**src/rtl/uart_arb_pkg.sv**
```systemverilog
// Shared definitions for the UART transmit arbiter.
//   - State encoding for the arbiter FSM (exposed on dbg_state).
//   - LEN_W: width of a per-requester packet length field.
//   - DEF_BUSY_TIMEOUT: default cycles to wait for tx_busy after a start pulse.
//   - clamp_len(): limits a requested length to the packet buffer size.
package uart_arb_pkg;

    localparam int LEN_W            = 3;
    localparam int DEF_BUSY_TIMEOUT = 15;

    typedef logic [2:0] state_t;

    localparam state_t ST_IDLE      = 3'd0;
    localparam state_t ST_SEND      = 3'd1;
    localparam state_t ST_WAIT_BUSY = 3'd2;
    localparam state_t ST_WAIT_DONE = 3'd3;
    localparam state_t ST_ACK       = 3'd4;

    // Lengths above the buffer size are truncated, never rejected.
    function automatic logic [LEN_W-1:0] clamp_len(input logic [LEN_W-1:0] len,
                                                   input int max_len);
        if (int'(len) > max_len) begin
            return LEN_W'(max_len);
        end
        return len;
    endfunction

endpackage

```
**src/rtl/uart_tx_arbiter_rr.sv**
```systemverilog
// Round-robin pick for the UART transmit arbiter.
//   clk, rst  : clock, asynchronous active-low reset
//   req       : request vector
//   adv       : strobe, move the priority pointer past adv_idx
//   adv_idx   : index of the requester that just finished
//   gnt       : one-hot pick (combinational), zero when no request
//   gnt_idx   : binary index of the pick
//   any       : at least one request present
module rr_arbiter #(
    parameter int N     = 3,
    parameter int IDX_W = $clog2(N)
) (
    input  logic             clk,
    input  logic             rst,
    input  logic [N-1:0]     req,
    input  logic             adv,
    input  logic [IDX_W-1:0] adv_idx,
    output logic [N-1:0]     gnt,
    output logic [IDX_W-1:0] gnt_idx,
    output logic             any
);

    logic [IDX_W-1:0] ptr;
    int               cand;

    // Search upward from the pointer with wrap; first set bit wins.
    always_comb begin
        gnt     = '0;
        gnt_idx = '0;
        any     = 1'b0;
        cand    = 0;
        for (int k = 0; k < N; k++) begin
            cand = (int'(ptr) + k) % N;
            if (!any && req[cand]) begin
                any       = 1'b1;
                gnt[cand] = 1'b1;
                gnt_idx   = IDX_W'(cand);
            end
        end
    end

    always_ff @(posedge clk or negedge rst) begin
        if (!rst) begin
            ptr <= '0;
        end else if (adv) begin
            ptr <= (int'(adv_idx) == N - 1) ? '0 : adv_idx + 1'b1;
        end
    end

endmodule

```
**src/rtl/uart_tx_arbiter.sv**
```systemverilog
// Shares one UART byte transmitter between NUM_REQ packet requesters.
// A granted requester's packet (length + bytes) is latched, then sent one
// byte at a time using the transmitter's start_trigger / tx_busy handshake.
//
// Handshake: a requester holds req high until it sees its ack pulse and drops
// req on the edge that ends the ack cycle. Toward the transmitter, tx_data is
// valid only while start_trigger=1; the transmitter raises tx_busy the cycle
// after start_trigger and lowers it when the byte has been shifted out.
//
// Ports:
//   clk, rst      : clock, asynchronous active-low reset
//   req           : level request per requester
//   req_len       : 3-bit length per requester, slice i = [3i+2:3i]
//   req_data      : MAX_LEN bytes per requester, byte 0 sent first
//   ack           : one-cycle pulse per requester, packet done or aborted
//   err           : pulses with ack when the packet was aborted on timeout
//   grant         : one-hot owner of the transmitter
//   start_trigger : one-cycle start pulse to the transmitter
//   tx_data       : byte for the transmitter
//   tx_busy       : transmitter busy
//   busy          : arbiter not idle
//   dbg_state     : current FSM state
module uart_tx_arbiter
    import uart_arb_pkg::*;
#(
    parameter int NUM_REQ      = 3,
    parameter int MAX_LEN      = 4,
    parameter int BUSY_TIMEOUT = DEF_BUSY_TIMEOUT
) (
    input  logic                      clk,
    input  logic                      rst,
    input  logic [NUM_REQ-1:0]        req,
    input  logic [NUM_REQ*3-1:0]      req_len,
    input  logic [NUM_REQ*MAX_LEN*8-1:0] req_data,
    output logic [NUM_REQ-1:0]        ack,
    output logic                      err,
    output logic [NUM_REQ-1:0]        grant,
    output logic                      start_trigger,
    output logic [7:0]                tx_data,
    input  logic                      tx_busy,
    output logic                      busy,
    output state_t                    dbg_state
);

    localparam int IDX_W = $clog2(NUM_REQ);
    localparam int TO_W  = $clog2(BUSY_TIMEOUT + 1);
    localparam int PKT_W = MAX_LEN * 8;

    state_t             state, next_state;
    logic [LEN_W-1:0]   len_q, idx_q, idx_next, pick_len;
    logic [PKT_W-1:0]   data_q, pick_data;
    logic [IDX_W-1:0]   own_q, pick_idx;
    logic [TO_W-1:0]    to_cnt;
    logic [NUM_REQ-1:0] pick_gnt;
    logic               pick_any, last_byte, to_hit;

    logic [NUM_REQ-1:0] grant_d, ack_d;
    logic               start_d, err_d, busy_d;
    logic [7:0]         data_d, byte_sel;

    function automatic logic [7:0] byte_at(input logic [PKT_W-1:0] d,
                                           input logic [LEN_W-1:0] idx);
        logic [7:0] r;
        r = 8'h00;
        for (int j = 0; j < MAX_LEN; j++) begin
            if (LEN_W'(j) == idx) r = d[j*8 +: 8];
        end
        return r;
    endfunction

    rr_arbiter #(.N(NUM_REQ), .IDX_W(IDX_W)) u_rr (
        .clk     (clk),
        .rst     (rst),
        .req     (req),
        .adv     (state == ST_ACK),
        .adv_idx (own_q),
        .gnt     (pick_gnt),
        .gnt_idx (pick_idx),
        .any     (pick_any)
    );

    // Length and bytes of the requester the arbiter would pick this cycle.
    always_comb begin
        pick_len  = '0;
        pick_data = '0;
        for (int i = 0; i < NUM_REQ; i++) begin
            if (IDX_W'(i) == pick_idx) begin
                pick_len  = clamp_len(req_len[LEN_W*i +: LEN_W], MAX_LEN);
                pick_data = req_data[i*PKT_W +: PKT_W];
            end
        end
    end

    assign idx_next  = idx_q + 1'b1;
    assign last_byte = (idx_next == len_q);
    assign to_hit    = (to_cnt == TO_W'(BUSY_TIMEOUT - 1));
    assign dbg_state = state;

    // State register
    always_ff @(posedge clk or negedge rst) begin
        if (!rst) begin
            state <= ST_IDLE;
        end else begin
            state <= next_state;
        end
    end

    // Next state. A byte is launched on the same edge that decides it can go
    // (leaving IDLE or WAIT_DONE with tx_busy low), so the registered start
    // pulse appears one cycle after the decision. SEND is only a holding
    // state for a busy transmitter, or for a zero-length packet.
    always_comb begin
        next_state = state;
        case (state)
            ST_IDLE: begin
                if (pick_any) begin
                    next_state = (pick_len == '0 || tx_busy) ? ST_SEND : ST_WAIT_BUSY;
                end
            end
            ST_SEND: begin
                if (idx_q == len_q)  next_state = ST_ACK;
                else if (!tx_busy)   next_state = ST_WAIT_BUSY;
            end
            ST_WAIT_BUSY: begin
                if (tx_busy)         next_state = ST_WAIT_DONE;
                else if (to_hit)     next_state = ST_ACK;
            end
            ST_WAIT_DONE: begin
                if (!tx_busy)        next_state = last_byte ? ST_ACK : ST_WAIT_BUSY;
            end
            ST_ACK:                  next_state = ST_IDLE;
            default:                 next_state = ST_IDLE;
        endcase
    end

    // Output values to be registered on the next edge.
    always_comb begin
        // Entering WAIT_BUSY from anywhere else means a byte is launched.
        start_d = (next_state == ST_WAIT_BUSY) && (state != ST_WAIT_BUSY);

        case (state)
            ST_IDLE:      byte_sel = pick_data[7:0];
            ST_SEND:      byte_sel = byte_at(data_q, idx_q);
            ST_WAIT_DONE: byte_sel = byte_at(data_q, idx_next);
            default:      byte_sel = tx_data;
        endcase
        data_d = start_d ? byte_sel : tx_data;

        case (state)
            ST_IDLE: grant_d = pick_any ? pick_gnt : '0;
            ST_ACK:  grant_d = '0;
            default: grant_d = grant;
        endcase

        ack_d  = (next_state == ST_ACK) ? grant_d : '0;
        err_d  = (state == ST_WAIT_BUSY) && !tx_busy && to_hit;
        busy_d = (next_state != ST_IDLE);
    end

    // Registered outputs
    always_ff @(posedge clk or negedge rst) begin
        if (!rst) begin
            start_trigger <= 1'b0;
            tx_data       <= 8'h00;
            grant         <= '0;
            ack           <= '0;
            err           <= 1'b0;
            busy          <= 1'b0;
        end else begin
            start_trigger <= start_d;
            tx_data       <= data_d;
            grant         <= grant_d;
            ack           <= ack_d;
            err           <= err_d;
            busy          <= busy_d;
        end
    end

    // Packet buffer, byte index and timeout counter
    always_ff @(posedge clk or negedge rst) begin
        if (!rst) begin
            len_q  <= '0;
            data_q <= '0;
            idx_q  <= '0;
            own_q  <= '0;
            to_cnt <= '0;
        end else begin
            if (state == ST_IDLE && pick_any) begin
                len_q  <= pick_len;
                data_q <= pick_data;
                idx_q  <= '0;
                own_q  <= pick_idx;
            end
            if (start_d) begin
                to_cnt <= '0;
            end else if (state == ST_WAIT_BUSY && !tx_busy) begin
                to_cnt <= to_cnt + 1'b1;
            end
            if (state == ST_WAIT_DONE && !tx_busy) begin
                idx_q <= idx_next;
            end
        end
    end

endmodule

```
**config.mk**
```make
export PLATFORM = sky130hd
export DESIGN_NAME = uart_tx_arbiter
export DESIGN_NICKNAME = d
export VERILOG_FILES = /design/src/rtl/uart_arb_pkg.sv /design/src/rtl/uart_tx_arbiter_rr.sv /design/src/rtl/uart_tx_arbiter.sv
export SDC_FILE = /design/constraint.sdc
export NUM_CORES = 1
export LEC_CHECK = 0
export ABC_CLOCK_PERIOD_IN_PS = 5480
export CORE_MARGIN = 2
export CORE_UTILIZATION = 40
export CTS_BUF_LIST = sky130_fd_sc_hd__clkbuf_2 sky130_fd_sc_hd__clkbuf_4 sky130_fd_sc_hd__clkbuf_8
export CTS_CLUSTER_SIZE = 20
export DETAILED_ROUTE_END_ITERATION = 10
export DONT_BUFFER_PORTS = 1
export PLACE_DENSITY_LB_ADDON = 0.12
export SYNTH_ARGS = -nofsm -noshare
export SYNTH_HDL_FRONTEND = slang
export SYNTH_SLANG_ARGS = --single-unit
```
**constraint.sdc**
```tcl
create_clock -name clk -period 5.48 [get_ports clk]
set_input_delay 1.096 -clock clk [delete_from_list [all_inputs] [get_ports clk]]
set_output_delay 1.096 -clock clk [all_outputs]
set_load 0.02 [all_outputs]
```
Yosys cells after proc, flatten, opt, wreduce, memory -nomap -nowiden

Index checks and enable logic that the tools add are counted.

Logic and storage cells: 143
Bits in registers: 66
Input port bits: 111

Add/sub/neg operators: 5
Reduce and logical (&&, ||, !) cells: 24
Order comparisons: 9
Bitwise logic cells: 2
Divide/modulo/power cells: 3
Equal/unequal tests: 19
Muxes and demuxes: 68

Operators by type and width:

| kind                  | count |
|---|---|
| $ge 32x1->1 const B   | 3 |
| $lt 32x4->1 const B   | 3 |
| $mux 32               | 3 |
| $mux 3                | 23 |
| $mod 32x3->32 const B | 2 |
| $mux 8                | 8 |
| $mod 3x3->32 const B  | 1 |
| $pmux 8 s3            | 1 |
| $mux 1                | 18 |
| $eq 2x3->1 const A    | 4 |
| $logic_not 3->1       | 4 |
| $pmux 3 s4            | 1 |
| $logic_and 1x1->1     | 10 |
| $mux 2                | 5 |
| $eq 3x2->1 const B    | 3 |
| $gt 3x3->1 const B    | 3 |
| $mux 4                | 2 |
| $bmux 1 s2            | 3 |
| $demux 1 s2           | 3 |
| $eq 1x3->1 const A    | 2 |
| $eq 3x3->1            | 2 |
| $eq 3x3->1 const B    | 2 |
| $or 3x3->3            | 2 |
| $pmux 3 s2            | 1 |
| 17 further kinds      | 21 |

Depth between registers and ports, before layout

Depth after elaboration: 25
Gate-level depth with buffers: 12

By module

Synthesis repeated with hierarchy kept, for this count alone.

Cells, all modules: 505
Area, all modules: 4,379.2 um2

By module, submodules not included:

| module          | area an instance (um2) | times used | sequential area each (um2) | cells each |
|---|---|---|---|---|
| uart_tx_arbiter | 3,942.5                | 1          | 1,601.5                    | 451 |
| rr_arbiter      | 436.7                  | 1          | 50.0                       | 54 |

Least setup slack after synthesis

Ideal clock, no wire load.

Kind: input-to-reg
Start: input req[1]
End: register tx_data[0]
Data arrival time: 2.989 ns
Required time: 5.355 ns
Slack: 2.366 ns
Cell stages on the path: 11
Setup time: 0.125 ns
Cells stage by stage: buf_2 > nand2b_1 > a211o_1 > o211a_1 > buf_6 > a31oi_1 > a221oi_2 > o211ai_2 > o2bb2ai_2 > buf_6 > mux2_4

Word-level cells in the longest chain between the ends: 22
Elaborated cells between the ends (all ways): 37
Those cells by class: 3 x eq/ne; 25 x mux; 9 x reduce/logical

Ends and longest elaborated chain:

| item                                       | RTL line                 | text |
|---|---|---|
| start: declaration                         | uart_tx_arbiter.sv:32    | `input logic [NUM_REQ-1:0] req,` |
| $bmux 1 s2                                 | uart_tx_arbiter_rr.sv:34 | `if (!any && req[cand]) begin` |
| $mux 1 (implied by the code) (2 in series) | uart_tx_arbiter_rr.sv:34 |  |
| $mux 1                                     | uart_tx_arbiter_rr.sv:34 |  |
| $logic_not 1->1                            | uart_tx_arbiter_rr.sv:34 |  |
| $logic_and 1x1->1                          | uart_tx_arbiter_rr.sv:34 |  |
| $mux 1                                     | uart_tx_arbiter_rr.sv:34 |  |
| $logic_not 1->1                            | uart_tx_arbiter_rr.sv:34 |  |
| $logic_and 1x1->1                          | uart_tx_arbiter_rr.sv:34 |  |
| (+6 left out)                              | --                       |  |
| $logic_or 1x1->1                           | uart_tx_arbiter.sv:117   | `next_state = (pick_len == '0 \|\| tx_busy) ? ST_SEND : ST_WAIT_BUSY;` |
| $mux 2                                     | uart_tx_arbiter.sv:117   |  |
| $mux 3 *                                   | uart_tx_arbiter.sv:116   | `if (pick_any) begin` |
| $pmux 3 s4 *                               | uart_tx_arbiter.sv:114   | `case (state)` |
| $eq 3x2->1 *                               | uart_tx_arbiter.sv:139   | `start_d = (next_state == ST_WAIT_BUSY) && (state != ST_WAIT_BUSY);` |
| $logic_and 1x1->1 *                        | uart_tx_arbiter.sv:139   |  |
| via start_d                                | uart_tx_arbiter.sv:58    | `logic start_d, err_d, busy_d;` |
| $reduce_and 2->1 (no source line) *        | --                       |  |
| end signal: assignment                     | uart_tx_arbiter.sv:171   | `tx_data <= data_d;` |
| end: declaration                           | uart_tx_arbiter.sv:39    | `output logic [7:0] tx_data,` |

Mark *: on every way through the listed nets, which the timed path passes. The rest lies on a longest branch. The select of a mux whose other input is x is not followed.
A chain may end at the register's enable or synchronous reset.

Worst setup path after layout

Start: register u_rr.ptr[0]
End: register tx_data[4]

Word-level cells in the longest chain between the ends: 23
Elaborated cells between the ends (all ways): 42
Those cells by class: 2 x add/sub; 3 x div; 3 x eq/ne; 25 x mux; 9 x reduce/logical

Ends and longest elaborated chain:

| item                                                                   | RTL line                 | text |
|---|---|---|
| start: declaration                                                     | uart_tx_arbiter_rr.sv:23 | `logic [IDX_W-1:0] ptr;` |
| start signal: assignment                                               | uart_tx_arbiter_rr.sv:46 | `ptr <= (int'(adv_idx) == N - 1) ? '0 : adv_idx + 1'b1;` |
| parallel branches: the longest is 23 deep, another holds $mod 32x3->32 | --                       |  |

Parallel ways; which one is timed is not known. The select of a mux whose other input is x is not followed.

==> impl_metrics.env <==
export IMPL_cap_violations=0
export IMPL_clockBufferDepth=2
export IMPL_cts_root_buf="clkbuf_8"
export IMPL_slowest_delay_ps=930
export IMPL_dp_hpwl_um=8340
export IMPL_path_class="flop to flop"
export IMPL_postRouteAntennaNets=0
export IMPL_wire_per_inst_um=19.3
export IMPL_io_pins=131
export IMPL_grt_max_degree=83
export IMPL_p_leak_nw=2.05
export IMPL_slew_headroom=0.317
export IMPL_yosysWarnings=0
export IMPL_htree_levels=3
export IMPL_dieArea_mm2=0.0120
export IMPL_synth_async_reset_ratio=1.00
export IMPL_netlist_instances=497
export IMPL_cp_start_kind="flop"
export IMPL_area_delta_synth_final_pct=4.61
export IMPL_r2r_cells=10
export IMPL_antenna_found_initial=0
export IMPL_peakVddDrop_v=0.000210
export IMPL_viasPerCell=5.99
export IMPL_seq_area_mm2=0.00165
export IMPL_rows=38
export IMPL_utilization=0.429
export IMPL_cp_depth=10
export IMPL_synth_fp_nets=620
export IMPL_cts_sinks=66
export IMPL_cp_top_family="simple AND/OR/NAND/NOR gates"
export IMPL_grt_pass1_wl_um=18700
export IMPL_worstHoldPathType="input pin to asynchronous set/reset pin"
export IMPL_synth_cell_types=51
export IMPL_clkTransAtPathRegs_ps=70
export IMPL_die_h_um=109
export IMPL_nFillCells=1070
export IMPL_p_per_area_mw_per_mm2=600
export IMPL_synth_area_mm2=0.00445
export IMPL_wirelength_um=11900
export IMPL_layout_drive_gt1_share=0.0695
export IMPL_hold_viol=0
export IMPL_drc_errors=0
export IMPL_cts_hold_fix_buffers=0
export IMPL_crit_path_end_kind="flop"
export IMPL_crit_buf_inv=1
export IMPL_post_route_period_util=0.668
export IMPL_nets=595
export IMPL_syn_area_per_cell_um2=8.95
export IMPL_synth_seq_area_share=0.371
export IMPL_first_iter_violations=279
export IMPL_cp_arrival_ps=3890
export IMPL_placed_cells=601
export IMPL_synth_flop_cell="dfrtp_1"
export IMPL_tightest_slew_ps=1020
export IMPL_setup_viol=0
export IMPL_multiInputGateArea_mm2=0.00258
export IMPL_status="complete, no violations"
export IMPL_antenna_cells=0
export IMPL_most_common_layout_cells="dfrtp_1, a211oi_1, nor2_1, mux2i_1, o21ai_0"
export IMPL_fin_setup_tns_ps=0
export IMPL_fin_skew_ps=5.07
export IMPL_instances_no_fill=615
export IMPL_cts_setup_buffers=0
export IMPL_synth_seq_cells=66
export IMPL_gp_congestion=0.879
export IMPL_required_ps=5710
export IMPL_crit_slowest_cell="and3_2"
export IMPL_synth_edff_count=0
export IMPL_dpl_cell_area_mm2=0.00449
export IMPL_numPortBuffers=0
export IMPL_cts_resized=0
export IMPL_final_cell_area_mm2=0.00466
export IMPL_vias=3686
export IMPL_crit_path_cell_trace="inv_1 > ha_1 > nor2b_1 > nand3b_1 > o211ai_1 > and3_2 > a221oi_2 > o211ai_2 > o2bb2ai_2 > mux2_2"
export IMPL_grt_overflow=0
export IMPL_cts_tree="yes"
export IMPL_rsz0062_at_grt="no"
export IMPL_worstSkewPairLatency_ps=350
export IMPL_fp_dieW_um=109
export IMPL_initial_core_util=0.411
export IMPL_numCtsBuffers=9
export IMPL_report_final_slew_viol_count=0
export IMPL_period_minus_slack_ps=3660
export IMPL_grt_usage=0.203
export IMPL_layout_commonest_cell="dfrtp_1"
export IMPL_grt_pass1_vias=3555
export IMPL_cp_max_fo=33
export IMPL_drt_pass1_iterations=4
export IMPL_core_area_mm2=0.0108
export IMPL_fmax_ghz=0.273
cell families after synthesis:
family          share of synthesized area
flops                               0.371
buf+inv                            0.0534
compound gates                      0.287
fa+ha+maj                          0.0337
xor+xnor                           0.0157
simple gates                        0.137
mux                                 0.102
synth_stat cells (3+ instances only):
| cell | count | area (um2) |
|---|---|---|
| nor3_1 | 3 | 15.0 |
| a211oi_1 | 45 | 338 |
| a2111oi_0 | 7 | 61.3 |
| a221oi_1 | 8 | 70.1 |
| inv_1 | 20 | 75.1 |
| o21ai_0 | 34 | 170 |
| buf_1 | 4 | 15.0 |
| ha_1 | 12 | 150 |
| xor2_1 | 6 | 52.6 |
| a21o_1 | 31 | 233 |
| buf_2 | 4 | 20.0 |
| mux2_4 | 4 | 60.1 |
| o31ai_1 | 5 | 37.5 |
| a21oi_1 | 15 | 75.1 |
| mux2_2 | 4 | 45.0 |
| dfrtp_1 | 66 | 1650 |
| nand3_1 | 21 | 105 |
| nor2b_1 | 10 | 62.6 |
| clkbuf_1 | 28 | 105 |
| o211ai_1 | 4 | 30.0 |
| a31oi_1 | 15 | 93.8 |
| nand2b_1 | 7 | 43.8 |
| nand2_1 | 33 | 124 |
| nor2_1 | 38 | 143 |
| and2_1 | 5 | 31.3 |
| mux2i_1 | 35 | 350 |
power breakdown:
part | internal, mW | total (mW) | switching, mW | leakage (nW)
registers | 0.702 | 1.00 | 0.303 | 0.831
logic | 0.606 | 1.43 | 0.822 | 1.13
clock network | 0.175 | 0.363 | 0.187 | 0.0845
worst register-to-register path: cells and delay by family, from the launching register on:
kind	cells	cell delay, ps
AOI/OAI and AO/OA	4	910
adders and majority gates	1	390
buffers and inverters	1	80
DFF	1	400
muxes	1	410
and+or+nand+nor	3	1350
cell type report:
| cell class | count | share of cell area |
|---|---|---|
| inverter | 20 | 0.0161 |
| tap | 140 | 0.0376 |
| timing repair buffer | 2 | 0.00322 |
| multi-input combinational | 373 | 0.553 |
| clock inverter | 3 | 0.00376 |
| sequential | 66 | 0.355 |
| clock buffer | 11 | 0.0312 |
flip-flops by register name, indices dropped and copies added, names as in the netlist:
register       flops
ack                3
busy               1
data_q            32
dbg_state          3
err                1
grant              3
idx_q              3
len_q              3
own_q              2
start_trigger      1
to_cnt             4
tx_data            8
u_rr.ptr           2
per-stage QoR:
stage	power, mW	setup WS (ps)	hold slack, ps
3_5_place_dp	2.43	1800	458
2_1_floorplan	2.11	2370	443
6_report	2.79	1820	437
4_1_cts	2.80	1810	420
5_1_grt	3.02	1560	412
3_3_place_gp	2.41	1880	457
worst paths after layout:
path                            slack (ps)     endpoint         from
worst max-delay path                  1820   tx_data[4]  u_rr.ptr[0]
worst min-delay path                   440     grant[2]          rst
worst max register to register        1820   tx_data[4]  u_rr.ptr[0]
worst min register to register         470  u_rr.ptr[0]     own_q[1]
max in group asynchronous             4890   tx_data[1]          rst
min in group clk                       470  u_rr.ptr[0]     own_q[1]
metal layers:
| layer | part of all wire | GRT usage | up-vias |
|---|---|---|---|
| met5 | 0 | 0 | - |
| met4 | 0.034 | 0.0904 | 0 |
| met3 | 0.050 | 0.0368 | 28 |
| met2 | 0.48 | 0.330 | 131 |
| met1 | 0.44 | 0.264 | 1741 |
| li1 | - | - | 1786 |
(Power assumes the default switching activity.)
